### config.mk
export PLATFORM = sky130hd
export DESIGN_NAME = wb_port_arbiter_flat
export DESIGN_NICKNAME = d
export VERILOG_FILES = /design/src/rtl/wb_port_arbiter_if.sv /design/src/rtl/wb_port_arbiter.sv /design/src/flat_wrapper.sv
export SDC_FILE = /design/constraint.sdc
export NUM_CORES = 1
export LEC_CHECK = 0
export CAP_MARGIN = 20
export CORE_AREA = 3 3 174 176
export DETAILED_ROUTE_END_ITERATION = 8
export DIE_AREA = 0 0 177 179
export MAX_ROUTING_LAYER = met4
export PLACE_DENSITY = 0.42
export SLEW_MARGIN = 0
export SYNTH_ARGS = -nofsm -noshare
export SYNTH_HDL_FRONTEND = slang
export SYNTH_SLANG_ARGS = --single-unit
### constraint.sdc
create_clock -name i_clk -period 5.6 [get_ports i_clk]
set_input_delay 0.56 -clock i_clk [delete_from_list [all_inputs] [get_ports i_clk]]
set_output_delay 0.56 -clock i_clk [all_outputs]
set_load 0.01 [all_outputs]
### src/rtl/wb_port_arbiter_if.sv
// Bus bundle between the L1d/L1i requesters, the arbiter and the shared Wishbone port.
// The master modport is the arbiter's view; the slave modport is the surrounding system's view.
interface wb_port_arbiter_if #(
    parameter int AW = 32,
    parameter int MW = 64
);
    localparam int BW = MW / 8;

    logic          i_rw_cyc;
    logic          i_rw_stb;
    logic          i_rw_we;
    logic [AW-1:0] i_rw_addr;
    logic [MW-1:0] i_rw_data;
    logic [BW-1:0] i_rw_be;
    logic          o_rw_stall;
    logic          o_rw_ack;
    logic          o_rw_err;
    logic [MW-1:0] o_rw_data;

    logic          i_ro_cyc;
    logic          i_ro_stb;
    logic [AW-1:0] i_ro_addr;
    logic          o_ro_stall;
    logic          o_ro_ack;
    logic          o_ro_err;
    logic [MW-1:0] o_ro_data;

    logic          o_wb_cyc;
    logic          o_wb_stb;
    logic          o_wb_we;
    logic [AW-1:0] o_wb_addr;
    logic [MW-1:0] o_wb_data;
    logic [BW-1:0] o_wb_be;
    logic          i_wb_stall;
    logic          i_wb_ack;
    logic          i_wb_err;
    logic [MW-1:0] i_wb_data;

    logic [1:0]    o_grant;

    modport master (
        input  i_rw_cyc, i_rw_stb, i_rw_we, i_rw_addr, i_rw_data, i_rw_be,
        output o_rw_stall, o_rw_ack, o_rw_err, o_rw_data,
        input  i_ro_cyc, i_ro_stb, i_ro_addr,
        output o_ro_stall, o_ro_ack, o_ro_err, o_ro_data,
        output o_wb_cyc, o_wb_stb, o_wb_we, o_wb_addr, o_wb_data, o_wb_be,
        input  i_wb_stall, i_wb_ack, i_wb_err, i_wb_data,
        output o_grant
    );

    modport slave (
        output i_rw_cyc, i_rw_stb, i_rw_we, i_rw_addr, i_rw_data, i_rw_be,
        input  o_rw_stall, o_rw_ack, o_rw_err, o_rw_data,
        output i_ro_cyc, i_ro_stb, i_ro_addr,
        input  o_ro_stall, o_ro_ack, o_ro_err, o_ro_data,
        input  o_wb_cyc, o_wb_stb, o_wb_we, o_wb_addr, o_wb_data, o_wb_be,
        output i_wb_stall, i_wb_ack, i_wb_err, i_wb_data,
        input  o_grant
    );
endinterface

### src/rtl/wb_port_arbiter.sv
// Arbitrates one pipelined Wishbone port between L1d (RW, priority) and L1i (RO),
// with RO anti-starvation preemption, an outstanding-request cap and a hung-slave watchdog.
//
// state | meaning
// IDLE  | no grant, port cycle low, both requesters stalled
// RW    | L1d owns the port
// RO    | L1i owns the port
// ERR   | bus error delivered; owner stalled until it drops cyc
module wb_port_arbiter #(
    parameter int AW           = 32,
    parameter int MW           = 64,
    parameter int BW           = MW / 8,
    parameter int MAX_OUT      = 4,
    parameter int STARVE_LIMIT = 8,
    parameter int TIMEOUT      = 255
) (
    input  logic           i_clk,
    input  logic           i_reset,
    wb_port_arbiter_if.master bus
);
    localparam int OW = $clog2(MAX_OUT + 1);
    localparam int SW = $clog2(STARVE_LIMIT + 1);
    localparam int TW = $clog2(TIMEOUT + 1);

    typedef enum logic [1:0] {
        S_IDLE = 2'd0,
        S_RW   = 2'd1,
        S_RO   = 2'd2,
        S_ERR  = 2'd3
    } state_t;

    state_t        r_state;
    state_t        w_state_nxt;
    logic [OW-1:0] r_out;
    logic [OW-1:0] w_out_nxt;
    logic [SW-1:0] r_starve;
    logic [SW-1:0] w_starve_nxt;
    logic [TW-1:0] r_wdog;
    logic [TW-1:0] w_wdog_nxt;
    logic          r_err_rw;

    logic w_gnt_rw;
    logic w_gnt_ro;
    logic w_gnt;
    logic w_preempt;
    logic w_cap;
    logic w_wdog_fire;
    logic w_x_cyc;
    logic w_x_stb;
    logic w_inc;
    logic w_dec;
    logic w_stay;

    assign w_gnt_rw    = (r_state == S_RW);
    assign w_gnt_ro    = (r_state == S_RO);
    assign w_gnt       = w_gnt_rw || w_gnt_ro;
    assign w_preempt   = w_gnt_rw && (r_starve == SW'(STARVE_LIMIT));
    assign w_cap       = (r_out == OW'(MAX_OUT)) || w_preempt;
    assign w_wdog_fire = w_gnt && (r_wdog == TW'(TIMEOUT));
    assign w_x_cyc     = w_gnt_rw ? bus.i_rw_cyc : bus.i_ro_cyc;
    assign w_x_stb     = w_gnt_rw ? bus.i_rw_stb : bus.i_ro_stb;

    assign bus.o_wb_cyc  = w_gnt;
    assign bus.o_wb_stb  = w_gnt && w_x_stb && !w_cap;
    assign bus.o_wb_we   = w_gnt_rw && bus.i_rw_we;
    assign bus.o_wb_addr = w_gnt_rw ? bus.i_rw_addr : (w_gnt_ro ? bus.i_ro_addr : '0);
    assign bus.o_wb_data = w_gnt_rw ? bus.i_rw_data : '0;
    assign bus.o_wb_be   = w_gnt_rw ? bus.i_rw_be : (w_gnt_ro ? {BW{1'b1}} : '0);

    assign bus.o_rw_stall = w_gnt_rw ? (bus.i_wb_stall || w_cap) : 1'b1;
    assign bus.o_ro_stall = w_gnt_ro ? (bus.i_wb_stall || w_cap) : 1'b1;
    assign bus.o_rw_ack   = w_gnt_rw && bus.i_wb_ack;
    assign bus.o_ro_ack   = w_gnt_ro && bus.i_wb_ack;
    assign bus.o_rw_err   = w_gnt_rw && (bus.i_wb_err || w_wdog_fire);
    assign bus.o_ro_err   = w_gnt_ro && (bus.i_wb_err || w_wdog_fire);
    assign bus.o_rw_data  = w_gnt_rw ? bus.i_wb_data : '0;
    assign bus.o_ro_data  = w_gnt_ro ? bus.i_wb_data : '0;
    assign bus.o_grant    = {w_gnt_ro, w_gnt_rw};

    assign w_inc  = bus.o_wb_stb && !bus.i_wb_stall;
    assign w_dec  = bus.i_wb_ack && (r_out != '0);
    assign w_stay = w_gnt && (w_state_nxt == r_state);

    always_comb begin
        w_state_nxt = r_state;
        case (r_state)
            S_IDLE: begin
                if (bus.i_rw_cyc && !(bus.i_ro_cyc && (r_starve == SW'(STARVE_LIMIT))))
                    w_state_nxt = S_RW;
                else if (bus.i_ro_cyc)
                    w_state_nxt = S_RO;
            end
            S_RW, S_RO: begin
                if (!w_x_cyc)
                    w_state_nxt = S_IDLE;
                else if (bus.i_wb_err || w_wdog_fire)
                    w_state_nxt = S_ERR;
                else if (w_preempt && (r_out == '0))
                    w_state_nxt = S_IDLE;
            end
            S_ERR: begin
                if (!(r_err_rw ? bus.i_rw_cyc : bus.i_ro_cyc))
                    w_state_nxt = S_IDLE;
            end
            default: w_state_nxt = S_IDLE;
        endcase
    end

    always_comb begin
        w_out_nxt = '0;
        if (w_stay) begin
            case ({w_inc, w_dec})
                2'b10:   w_out_nxt = r_out + OW'(1);
                2'b01:   w_out_nxt = r_out - OW'(1);
                default: w_out_nxt = r_out;
            endcase
        end
    end

    // Watchdog only runs while the owner is waiting on a slave with nothing coming back.
    always_comb begin
        w_wdog_nxt = '0;
        if (w_stay && (r_out != '0) && !bus.i_wb_ack && !bus.i_wb_err)
            w_wdog_nxt = r_wdog + TW'(1);
    end

    always_comb begin
        w_starve_nxt = r_starve;
        if (!bus.i_ro_cyc)
            w_starve_nxt = '0;
        else if ((w_state_nxt == S_RO) && (r_state != S_RO))
            w_starve_nxt = '0;
        else if (w_gnt_rw && (r_starve != SW'(STARVE_LIMIT)))
            w_starve_nxt = r_starve + SW'(1);
    end

    always_ff @(posedge i_clk or posedge i_reset) begin
        if (i_reset) begin
            r_state  <= S_IDLE;
            r_out    <= '0;
            r_starve <= '0;
            r_wdog   <= '0;
            r_err_rw <= 1'b0;
        end else begin
            r_state  <= w_state_nxt;
            r_out    <= w_out_nxt;
            r_starve <= w_starve_nxt;
            r_wdog   <= w_wdog_nxt;
            if ((w_state_nxt == S_ERR) && (r_state != S_ERR))
                r_err_rw <= w_gnt_rw;
        end
    end
endmodule

### src/flat_wrapper.sv
// flat-port wrapper written by rule: the top's interface ports become plain ports
module wb_port_arbiter_flat 
#(
    parameter int AW           = 32,
    parameter int MW           = 64,
    parameter int BW           = MW / 8,
    parameter int MAX_OUT      = 4,
    parameter int STARVE_LIMIT = 8,
    parameter int TIMEOUT      = 255
)
  (i_clk, i_reset, bus_i_rw_cyc, bus_i_rw_stb, bus_i_rw_we, bus_i_rw_addr, bus_i_rw_data, bus_i_rw_be, bus_o_rw_stall, bus_o_rw_ack, bus_o_rw_err, bus_o_rw_data, bus_i_ro_cyc, bus_i_ro_stb, bus_i_ro_addr, bus_o_ro_stall, bus_o_ro_ack, bus_o_ro_err, bus_o_ro_data, bus_o_wb_cyc, bus_o_wb_stb, bus_o_wb_we, bus_o_wb_addr, bus_o_wb_data, bus_o_wb_be, bus_i_wb_stall, bus_i_wb_ack, bus_i_wb_err, bus_i_wb_data, bus_o_grant);
  wb_port_arbiter_if #(.AW(AW), .MW(MW)) bus_i ();
  input  logic i_clk;
  input  logic i_reset;
  input wire logic [$bits(bus_i.i_rw_cyc)-1:0] bus_i_rw_cyc;
  input wire logic [$bits(bus_i.i_rw_stb)-1:0] bus_i_rw_stb;
  input wire logic [$bits(bus_i.i_rw_we)-1:0] bus_i_rw_we;
  input wire logic [$bits(bus_i.i_rw_addr)-1:0] bus_i_rw_addr;
  input wire logic [$bits(bus_i.i_rw_data)-1:0] bus_i_rw_data;
  input wire logic [$bits(bus_i.i_rw_be)-1:0] bus_i_rw_be;
  output wire logic [$bits(bus_i.o_rw_stall)-1:0] bus_o_rw_stall;
  output wire logic [$bits(bus_i.o_rw_ack)-1:0] bus_o_rw_ack;
  output wire logic [$bits(bus_i.o_rw_err)-1:0] bus_o_rw_err;
  output wire logic [$bits(bus_i.o_rw_data)-1:0] bus_o_rw_data;
  input wire logic [$bits(bus_i.i_ro_cyc)-1:0] bus_i_ro_cyc;
  input wire logic [$bits(bus_i.i_ro_stb)-1:0] bus_i_ro_stb;
  input wire logic [$bits(bus_i.i_ro_addr)-1:0] bus_i_ro_addr;
  output wire logic [$bits(bus_i.o_ro_stall)-1:0] bus_o_ro_stall;
  output wire logic [$bits(bus_i.o_ro_ack)-1:0] bus_o_ro_ack;
  output wire logic [$bits(bus_i.o_ro_err)-1:0] bus_o_ro_err;
  output wire logic [$bits(bus_i.o_ro_data)-1:0] bus_o_ro_data;
  output wire logic [$bits(bus_i.o_wb_cyc)-1:0] bus_o_wb_cyc;
  output wire logic [$bits(bus_i.o_wb_stb)-1:0] bus_o_wb_stb;
  output wire logic [$bits(bus_i.o_wb_we)-1:0] bus_o_wb_we;
  output wire logic [$bits(bus_i.o_wb_addr)-1:0] bus_o_wb_addr;
  output wire logic [$bits(bus_i.o_wb_data)-1:0] bus_o_wb_data;
  output wire logic [$bits(bus_i.o_wb_be)-1:0] bus_o_wb_be;
  input wire logic [$bits(bus_i.i_wb_stall)-1:0] bus_i_wb_stall;
  input wire logic [$bits(bus_i.i_wb_ack)-1:0] bus_i_wb_ack;
  input wire logic [$bits(bus_i.i_wb_err)-1:0] bus_i_wb_err;
  input wire logic [$bits(bus_i.i_wb_data)-1:0] bus_i_wb_data;
  output wire logic [$bits(bus_i.o_grant)-1:0] bus_o_grant;
  assign bus_i.i_rw_cyc = bus_i_rw_cyc;
  assign bus_i.i_rw_stb = bus_i_rw_stb;
  assign bus_i.i_rw_we = bus_i_rw_we;
  assign bus_i.i_rw_addr = bus_i_rw_addr;
  assign bus_i.i_rw_data = bus_i_rw_data;
  assign bus_i.i_rw_be = bus_i_rw_be;
  assign bus_o_rw_stall = bus_i.o_rw_stall;
  assign bus_o_rw_ack = bus_i.o_rw_ack;
  assign bus_o_rw_err = bus_i.o_rw_err;
  assign bus_o_rw_data = bus_i.o_rw_data;
  assign bus_i.i_ro_cyc = bus_i_ro_cyc;
  assign bus_i.i_ro_stb = bus_i_ro_stb;
  assign bus_i.i_ro_addr = bus_i_ro_addr;
  assign bus_o_ro_stall = bus_i.o_ro_stall;
  assign bus_o_ro_ack = bus_i.o_ro_ack;
  assign bus_o_ro_err = bus_i.o_ro_err;
  assign bus_o_ro_data = bus_i.o_ro_data;
  assign bus_o_wb_cyc = bus_i.o_wb_cyc;
  assign bus_o_wb_stb = bus_i.o_wb_stb;
  assign bus_o_wb_we = bus_i.o_wb_we;
  assign bus_o_wb_addr = bus_i.o_wb_addr;
  assign bus_o_wb_data = bus_i.o_wb_data;
  assign bus_o_wb_be = bus_i.o_wb_be;
  assign bus_i.i_wb_stall = bus_i_wb_stall;
  assign bus_i.i_wb_ack = bus_i_wb_ack;
  assign bus_i.i_wb_err = bus_i_wb_err;
  assign bus_i.i_wb_data = bus_i_wb_data;
  assign bus_o_grant = bus_i.o_grant;
  wb_port_arbiter #(.AW(AW), .MW(MW), .BW(BW), .MAX_OUT(MAX_OUT), .STARVE_LIMIT(STARVE_LIMIT), .TIMEOUT(TIMEOUT)) u_core (.i_clk(i_clk), .i_reset(i_reset), .bus(bus_i));
endmodule
==> impl_results.md <==
* Max Freq at 286 MHz
* Clock latency on the worst-skew pair at 0.25 ns
* Simple logic cell fraction of the synthesized area at 59.1%
* GRT overflow at 0
* Peak VDD IR at 0.164 mV
* R2R setup slack at 2.47 ns
* Synth Area per Inst at 6.62 sq um
* Combinational family with the most area after synthesis: simple AND/OR/NAND/NOR gates
* Startpoint Class: flip-flop
* Crit path max-delay family: buffers and inverters
* FP Rows at 62
* Detailed-route via count at 4,730
* Data arrival time of the worst path at 2.94 ns
* Die footprint at 0.0317 sq mm
* Detailed Place HPWL at 22,800 microns
* GR Util All Layers at 15.7%
* Synth Area in Compound Gates at 11.2%
* Status: completed
* Power per cell area at 347 mW/mm^2
* Cts repair resizes at 0
* Final Hold Fails at 0
* # H-tree levels at 1
* R2R cell count at 10
* Hold WS at 0.500 ns
* CTS root buffer: clkbuf_16
* Design area at 0.00818 sq mm
* Post-synth top area cell: and2_1
* Fillers at 3,129
* Slowest stage delay, CP at 0.64 ns
* Synth top area share at 38.5%
* First-pass GRT wire length at 34,800 microns
* Sequential-to-total area share from yosys stat at 14.1%
* Routability Congestion at 0.864
* Core ar. at 0.0288 sq mm
* Fin. max-slew vios at 0
* Worst Path Max Fanout at 53
* Power Total at 2840 uW
* Initial antenna violation count at 17
* Mux contribution to synthesized area at 1.10%
* Post-route ant nets at 0
* Post-CTS Hold Fix Bufs at 0
* Static leakage at 0.00304 uW
* Worst hold start: u_core.r_wdog[0]
* RR Startpoint: u_core.r_state[1]
* WP data required at 5.04 ns
* Largest net degree at the start of global routing at 99
* Post-route DRC at 0
* Worst hold endpoint: u_core.r_wdog[0]
* Router iterations before antenna repair at 4
* Buffers on Ports at 452
* Final Routed Wirelength at 25,800 microns
* Number of synthesized flops with an enable pin at 0
* Worst rel slew slack at 38.9%
* Crit end category: primary output
* Sum Neg Setup Slack at 0 ns
* Slew at the pin closest to its max-slew limit at 0.916 ns
* Yosys Warn Count at 0
* Period utilisation layout at 62.5%
* Starting density of the core at 11.1%
* Slowest cell on crit path: clkdlybuf4s50_1
* Hold Path Depth at 1
* First DRT Iteration DRCs at 155
* R2R Path End: u_core.r_out[2]
* Seq cells post-synth at 18
* Synth area leaders: and2_1 (39%), dfrtp_1 (14%), nand2_1 (10%)
* Post-CTS setup buffers at 0
* Syn nets at 701
* Finish-stage setup viols at 0
* Min Tclk post-route at 3.50 ns
* Total CTS buffers at 3
* Distinct cells, synth at 46
* WL/cell at 19.9 microns
* Number of max-cap violations at 0
* WP buf/inv at 3
* Fraction of layout cells with a size suffix above 1 at 3.67%
* CTS tree: done
* Ports at 453
* DP Area at 0.00806 sq mm
* Post-Syn Area at 0.00318 sq mm
* Via density at 3.64
* Clock Pin Slew Worst Setup and Hold Paths at 0.06 ns
* Mapped Cells at 481
* Ys flop type: dfrtp_1
* Hold crit path type: reg -> reg
* Vias in the first global route at 4,724
* Sink Count at 18
* # nets final at 1,121
* Die Wd at 177 microns
* Worst Skew at 0.00606 ns
* Critical path cell sequence: inv_1 -> ha_4 -> buf_4 -> nand2_1 -> o21ai_0 -> clkdlybuf4s50_1
* RSZ-0062 raised after global routing: false
* Async SR Flop Fraction at 100%
* Max clock buf depth at 2
* Post-Synth Adder-Cell Area at 4.17%
* WS Path Type: reg -> out
* Die height at 179 microns
* Post-Synth XOR/XNOR Area at 3.03%
* Layout area overhead at 157%
-- cells by family (layout without fill, tap and decap cells) --
logic type / Yosys count / count (layout)
and+or+nand+nor: 332 / 332
AOI/OAI and AO/OA: 55 / 55
buffers and inverters: 52 / 471
DFF: 18 / 18
xor gates and xnor gates: 11 / 11
adders and majority gates: 10 / 10
muxes: 3 / 3
other: 0 / 15
-- synthesized netlist by cell type (2+ instances only) --
cell type / instances
buf_6: 4
and2_1: 196
nand2_1: 88
nand4_1: 3
a221oi_1: 2
clkbuf_1: 34
nand3b_1: 2
and2_2: 2
nand2b_1: 4
o21ai_0: 33
o21ai_2: 2
dfrtp_1: 18
xnor2_1: 5
nor2_1: 8
nor3_1: 5
xor2_1: 6
nand3_1: 5
ha_1: 9
inv_1: 11
mux2i_1: 2
a21oi_1: 3
nor2b_1: 3
nor3_2: 10
buf_4: 2
a31oi_1: 3
-- how the worst max path moves through the flow --
stage	start	end	slack, ns	cells after the start
floorplan	u_core.r_state[1]	u_core.r_out[2]	2.96	11
global placement	u_core.r_state[0]	bus_o_wb_addr[7]	2.23	6
detailed placement	u_core.r_state[0]	bus_o_wb_addr[7]	2.25	6
CTS	u_core.r_state[0]	bus_o_wb_addr[7]	1.96	6
global route	u_core.r_state[0]	bus_o_wb_addr[7]	1.81	6
finish	u_core.r_state[0]	bus_o_wb_addr[7]	2.10	6
-- placed cells by master (no fill, tap or decap), types with 8 or more instances in the layout --
cell type and count:
dfrtp_1 18, nand2_1 88, inv_1 11, o21ai_0 33, nor3_2 10, clkdlybuf4s50_1 452
nor2_1 8, and2_1 196, diode_2 15
-- flip-flops by register name, indices dropped and copies added (netlist names) --
signal           count
u_core.r_err_rw      1
u_core.r_out         3
u_core.r_starve      4
u_core.r_state       2
u_core.r_wdog        8
-- through the flow --
step                      setup slack (ns)  utilization, %  std cells
final                                 2.10            28.4       1299
after global routing                  1.81            28.4       1299
after CTS                             1.96            28.3       1284
after detailed placement              2.25            28.0       1280
after global placement                2.23            28.0       1280
after floorplan                       2.96               -        481
-- power by group --
| part | internal [uW] | total, uW | switching [uW] |
|---|---|---|---|
| clock network | 109 | 163 | 54.5 |
| logic | 1300 | 2510 | 1210 |
| registers | 146 | 170 | 24.0 |
-- area by class of cell --
type / count / area (sq um) / share of cell area [%]
clock buffers: 4 / 88.8 / 1.09
inverters: 11 / 41.3 / 0.505
flip-flops and latches: 18 / 450 / 5.51
diodes: 15 / 37.5 / 0.459
repair buffers: 456 / 4550 / 55.7
multi-input cells: 411 / 2530 / 30.9
well taps: 384 / 480 / 5.87
-- layer usage --
layer | vias up | global-route usage, % | share of wire, % | wire length [microns]
met1 | 2085 | 16.9 | 38 | 9900
met5 | - | - | 0 | 0
met3 | 10 | 8.60 | 13 | 3380
met4 | 0 | 2.00 | 1.2 | 314
li1 | 2390 | - | - | -
met2 | 245 | 26.3 | 47 | 12200
-- worst register-to-register path, stage by stage (launching register included) --
cell and delay [ns]:
dfrtp_1 0.44, inv_1 0.18, ha_2 0.46, a221oi_1 0.60
nand3_1 0.16, ha_1 0.26, fa_1 0.44, xnor2_1 0.13
nor2_1 0.13, xnor2_1 0.15, nor3_2 0.05
No activity file was read; power rests on OpenSTA's default activity.
